[src/rtl/mem_access_ctrl.sv]
// rtl/mem_access_ctrl.sv - CPU load/store sequencer onto a fixed-latency memory port
module mem_access_ctrl #(
    parameter int MEM_LATENCY = 1
) (
    input  logic        clk,
    input  logic        rst_n,
    input  logic        req,
    input  logic        we,
    input  logic        byte_op,
    input  logic        sign_ext,
    input  logic [17:0] addr,
    input  logic [31:0] wdata,
    output logic [31:0] rdata,
    output logic        busy,
    output logic        done,
    output logic        misalign_err,
    output logic [17:0] mem_address,
    output logic [31:0] mem_write_data,
    input  logic [31:0] mem_read_data,
    output logic        mem_read,
    output logic        mem_write,
    output logic        mem_byte
);

    typedef enum logic [1:0] {IDLE, ACCESS, DONE, ERR} state_t;

    localparam logic [3:0] CNT_INIT = 4'(MEM_LATENCY - 1);

    state_t      state;
    state_t      next_state;
    logic        lat_we;
    logic        lat_sext;
    logic [3:0]  cnt;
    logic        accept;
    logic        misaligned;
    logic        last_cycle;
    logic [7:0]  byte_sel;
    logic [31:0] load_value;

    assign accept     = (state == IDLE) && req;
    assign misaligned = !byte_op && (addr[1:0] != 2'b00);
    assign last_cycle = (state == ACCESS) && (cnt == 4'd0);

    // Odd byte addresses take the low lane, even ones the next lane up.
    assign byte_sel   = mem_address[0] ? mem_read_data[7:0] : mem_read_data[15:8];
    assign load_value = !mem_byte ? mem_read_data
                      : {(lat_sext ? {24{byte_sel[7]}} : 24'h0), byte_sel};

    always_ff @(posedge clk or negedge rst_n) begin
        if (!rst_n) begin
            state <= IDLE;
        end else begin
            state <= next_state;
        end
    end

    always_comb begin
        next_state = state;
        case (state)
            IDLE:    if (req) next_state = misaligned ? ERR : ACCESS;
            ACCESS:  if (cnt == 4'd0) next_state = DONE;
            DONE:    next_state = IDLE;
            ERR:     next_state = IDLE;
            default: next_state = IDLE;
        endcase
    end

    always_comb begin
        busy         = (state != IDLE);
        done         = (state == DONE) || (state == ERR);
        misalign_err = (state == ERR);
        mem_read     = (state == ACCESS) && !lat_we;
        mem_write    = last_cycle && lat_we;
    end

    // Memory-side address/data only move on an accepted aligned access, so they hold through ERR.
    always_ff @(posedge clk or negedge rst_n) begin
        if (!rst_n) begin
            lat_we         <= 1'b0;
            lat_sext       <= 1'b0;
            cnt            <= 4'd0;
            mem_address    <= 18'd0;
            mem_write_data <= 32'd0;
            mem_byte       <= 1'b0;
            rdata          <= 32'd0;
        end else begin
            if (accept) begin
                lat_we   <= we;
                lat_sext <= sign_ext;
                cnt      <= CNT_INIT;
                if (!misaligned) begin
                    mem_address    <= addr;
                    mem_write_data <= wdata;
                    mem_byte       <= byte_op;
                end
            end else if ((state == ACCESS) && (cnt != 4'd0)) begin
                cnt <= cnt - 4'd1;
            end
            if (last_cycle && !lat_we) begin
                rdata <= load_value;
            end
        end
    end

endmodule

[config.mk]
export PLATFORM = sky130hd
export DESIGN_NAME = mem_access_ctrl
export DESIGN_NICKNAME = d
export VERILOG_FILES = /design/src/rtl/mem_access_ctrl.sv
export SDC_FILE = /design/constraint.sdc
export NUM_CORES = 1
export LEC_CHECK = 0
export ABC_CLOCK_PERIOD_IN_PS = 1700
export CORE_MARGIN = 4
export CORE_UTILIZATION = 38
export CTS_BUF_LIST = sky130_fd_sc_hd__clkbuf_16
export DETAILED_ROUTE_END_ITERATION = 8
export PLACE_DENSITY = 0.76
export SLEW_MARGIN = 10
export SYNTH_ARGS = -nofsm -noshare
export SYNTH_HDL_FRONTEND = slang
export SYNTH_SLANG_ARGS = --single-unit
[constraint.sdc]
create_clock -name clk -period 1.7 [get_ports clk]
set_input_delay 0.255 -clock clk [delete_from_list [all_inputs] [get_ports clk]]
set_output_delay 0.255 -clock clk [all_outputs]
set_load 0.05 [all_outputs]
Word-level counts from Yosys, hierarchy flattened --
Cells that the tools add are included.
Word-level totals: register bits after elaboration 91, input port bits 88, logic and storage cells 43
Operators by class: add/subtract/negate cells 1, eq/ne operators 5, muxes and demuxes 9, bitwise operators 1, reduce and logical (&&, ||, !) cells 19
Operators by type and width (count):
- $mux 32 | 1
- $mux 24 | 1
- $mux 4 | 2
- $mux 8 | 1
- $logic_and 1x1->1 | 7
- $mux 2 | 3
- $pmux 2 s3 | 1
- $reduce_bool 2->1 | 3
- $eq 2x2->1 const B | 2
- $logic_not 4->1 | 1
- $ne 2x2->1 const B | 2
- $reduce_and 2->1 | 2
- $reduce_bool 4->1 | 1
- $sub 4x1->4 const B | 1
- $eq 2x1->1 const B | 1
- $logic_not 1->1 | 2
- $logic_not 2->1 | 1
- $reduce_or 2->1 | 1
- $logic_or 1x1->1 | 1
- $not 1->1 | 1

Longest topological paths before layout --
word-level depth 5, mapped depth 7, gate-level depth less buffers 5

Worst setup path after synthesis --
No wires, ideal clock.
kind register -> register, start point register state[1], end point register rdata[2], setup time 125 ps, arrival time 1983 ps, setup slack -408 ps, cell stages (with the launch flop) 6, period minus slack after synthesis 2108 ps, cell sequence dfrtp_1 -> nor3b_2 -> and2_1 -> buf_6 -> buf_6 -> mux2_4
Between the ends: cells in the longest elaborated chain, start to end 3
RTL lines:
- from (decl) | RTL line 29 | state_t state;
- from (signal assigned) | RTL line 53 | state <= next_state;
- $eq 2x1->1 | RTL line 42 | assign last_cycle = (state == ACCESS) && (cnt == 4'd0);
- $logic_and 1x1->1 | RTL line 42
- $logic_and 1x1->1 | RTL line 99 | if (last_cycle && !lat_we) begin
- to (signal assigned) | RTL line 100 | rdata <= load_value;
- to (decl) | RTL line 13 | output logic [31:0] rdata,
No other way between the ends. A chain may end at the register's enable or synchronous reset.

Final worst setup path --
start point register cnt[0], end point output port mem_write
Between the ends: cells in the longest elaborated chain, start to end 3
RTL lines:
- from (decl) | RTL line 33 | logic [3:0] cnt;
- from (signal assigned) | RTL line 97 | cnt <= cnt - 4'd1;
- $logic_not 4->1 | RTL line 42
- $logic_and 1x1->1 | RTL line 42
- $logic_and 1x1->1 | RTL line 73 | mem_write = last_cycle && lat_we;
- to (decl) | RTL line 21 | output logic mem_write,
No other way between the ends.

==> results.md <==
- Status: complete, but fails checks
- Failing checks: negative setup slack
- Critical path required time: between 1 and 1.5 ns
- Cell area after synthesis: 0.004025 sq mm
- Distinct cell type count after synthesis: 29
- Layout cells sized above 1: 0.4456
- Row Count: 37
- Initial core utilization: 0.3899
- Post-synthesis compound-gate area fraction: 0.06279
- DR vias: 2788
- Overflow after GRT: 0
- Num CTS Buffers: 9
- Vias per cell: 4.608
- Relative slew margins: 0.7413
- Final WS setup: -0.1533 ns
- Top cells by area, synth: dfrtp_1 (57%), mux2_4 (21%), o22a_1 (5.2%), nor2b_1 (3.9%), mux2_2 (3.1%)
- Kind of end point of the critical path: primary output
- CP arrival: 1.60 ns
- Hold slack: around 0.40 ns
- Final net count: roughly 550
- I/O Buffers: approximately 180
- CTS Sinks: 91
- CTS tree: built
- Worst path slowest cell: dfrtp_1
- XOR/XNOR Fraction of Synth Area: 0
- Die width: 110.9 um
- Chip height: 110.9 um
- Critical path cell sequence: inv_2, ha_4, nor3b_4, buf_4, and3_4, buf_12
- Clock Path Buffers: 2
- Routed Antenna Nets: 0
- First-pass GRT wire length: 15.53 mm
- Die ar.: 0.01230 sq mm
- Most frequent cell after synthesis: dfrtp_1
- Worst Skew: 0.008042 ns
- Net count after synthesis: 358
- Ys Warns: 0
- Critical path peak fanout: 2
- Detailed Route Iter0 Violations: around 100
- Cells after Synth: 268
- Pin count of the biggest net entering global routing: 47
- Simple-Gate Fraction of Synth Area: 0.08393
- Root buffer cell: clkbuf_16
- Top cells by count, synth: dfrtp_1 (91), mux2_4 (55), nor2b_1 (25), o22a_1 (24), nand2_1 (14)
- Multiplexer area fraction after synthesis: 0.2459
- Fin area: 0.006276 sq mm
- DR pass1 iterations: 4
- Final period util: 1.090
- Top_reg_cell synth: dfrtp_1
- Endpoints failing setup: 25
- Placed instance area: 0.005847 sq mm
- Post-DP HPWL: between 7 and 8 mm
- Latest clock arrival within the worst-skew pair: 0.34 ns
- Sequential share of the synthesized area: 0.5657
- Filler instances: between 800 and 900
- Asr flop ratio synth: 1.000
- Number of global-route vias before repair: 3088
- Syn avg cell area: roughly 15 sq um
- Dominant cell type by area after synthesis: dfrtp_1
- Worst-path clk slew: 0.06 ns
- EDFF count, synth: 0
- Crit Path Class: reg2out
- RSZ-0062 raised after global routing: true
- Total Routing Usage GR: 0.1559
- Final WL: 9.658 mm
- Routed wire per std cell: ~16 um
- P&R area growth vs syn: 55.92%
- Max-cap check violation count: 0
- Synth Register Bits: 91
- DRC Markers: 0
- GP Congestion: 0.8023
- Final hold vios: 0
- Fin crit period: approximately 1.9 ns
- Hold Path Class: in2async
- ANT cells: 0
- Post-synthesis adder-cell area fraction: 0.006217
- Highest clock rate: 539.6 MHz
- Main combinational cell family by area after synthesis: multiplexers
- CORE AREA: 0.01032 sq mm
- Max-slew violation count: 0
- IO Count: 176
- CTS HTree Levels: 3
- Largest stage delay, worst path: approximately 0.39 ns
- CP Launch Type: flip-flop
- Measured slew at the worst slew-check pin: about 0.39 ns
- Yosys top cell area share: 0.5657
- Initial antenna violation count: 0
==> layout make-up <==
type | count | area, sq um | share of cell area
Clock buffer | 9 | 225.2 | 0.03589
Clock inverter | 7 | 117.6 | 0.01874
Inverter | 2 | 7.507 | 0.001196
Multi-Input combinational cell | 158 | 1643 | 0.2618
Sequential cell | 91 | 2278 | 0.3630
Tap cell | 136 | 170.2 | 0.02711
Timing Repair Buffer | 202 | 1834 | 0.2923
==> worst max-delay path: cells and delay by family, from the launching register on <==
family,cells,cell delay (ns)
flip-flops,1,0.39
buffers and inverters,3,0.36
AND/OR/NAND/NOR,2,0.37
adder cells (fa/ha/maj),1,0.14
==> stage by stage <==
step | setup TNS [ns] | setup slack [ns] | util | instances
floorplan | -2.825 | -0.1520 | - | 268
global placement | -2.248 | -0.06188 | 0.5664 | 581
detailed placement | -4.385 | -0.1144 | 0.5664 | 581
CTS | -0.1424 | -0.1424 | 0.6065 | 603
global route | -2.203 | -0.2094 | 0.6079 | 605
finish | -0.7052 | -0.1533 | 0.6079 | 605
==> sequential cells by signal (all words and copies together), names as in the netlist <==
register	flops
lat_sext	1
lat_we	1
mem_byte	1
state	2
mem_write_data	32
cnt	4
rdata	32
mem_address	18
==> layer usage <==
metal	vias up	GRT usage	routed length, um
met5	-	0	0
li1	1340	-	-
met3	12	0.04640	693
met4	0	0.06404	154
met1	1322	0.1935	4281
met2	114	0.2540	4528
==> what timing repair did <==
action                     4_1_cts  5_1_grt
pin swaps                        1        1
hold endpoints to repair        27        0
resized for setup                6        0
cloned                           0        0
hold buffers                     1        0
setup endpoints to repair        3        6
setup buffers                    5        2
==> worst paths after layout <==
kind	cells past startpoint	slack, ns	endpoint	start
min reg2reg	2	0.49	lat_sext	lat_sext
max	6	-0.15	mem_write	cnt[0]
max in group asynchronous	3	0.73	rdata[25]	rst_n
max reg2reg	9	-0.04	rdata[8]	cnt[0]
min in group clk	3	0.46	lat_sext	sign_ext
min	2	0.40	rdata[22]	rst_n
==> logic make-up (layout without fill, tap and decap cells) <==
kind of cell | after synthesis | after routing
buffers and inverters | 19 | 220
multiplexers | 70 | 70
AO/OA/AOI/OAI | 30 | 30
flip-flops | 91 | 91
adder cells (fa/ha/maj) | 2 | 2
AND/OR/NAND/NOR | 56 | 56
==> layout by cell type (no fill, tap or decap), types with 2 or more instances in the layout <==
cell type,instances
and2_1,2
buf_12,8
buf_4,107
bufinv_16,3
clkbuf_16,9
clkdlybuf4s50_1,86
clkinvlp_4,2
dfrtp_1,90
inv_2,2
mux2_2,11
mux2_4,55
mux2i_1,4
nand2_1,14
nand3_1,2
nor2_1,3
nor2b_1,25
nor3b_4,3
o211ai_1,2
o22a_1,24
or3b_2,2
Power is left out: the tool's default activity adds up to more than one toggle a clock period on the data nets, which glitch-free logic cannot reach.
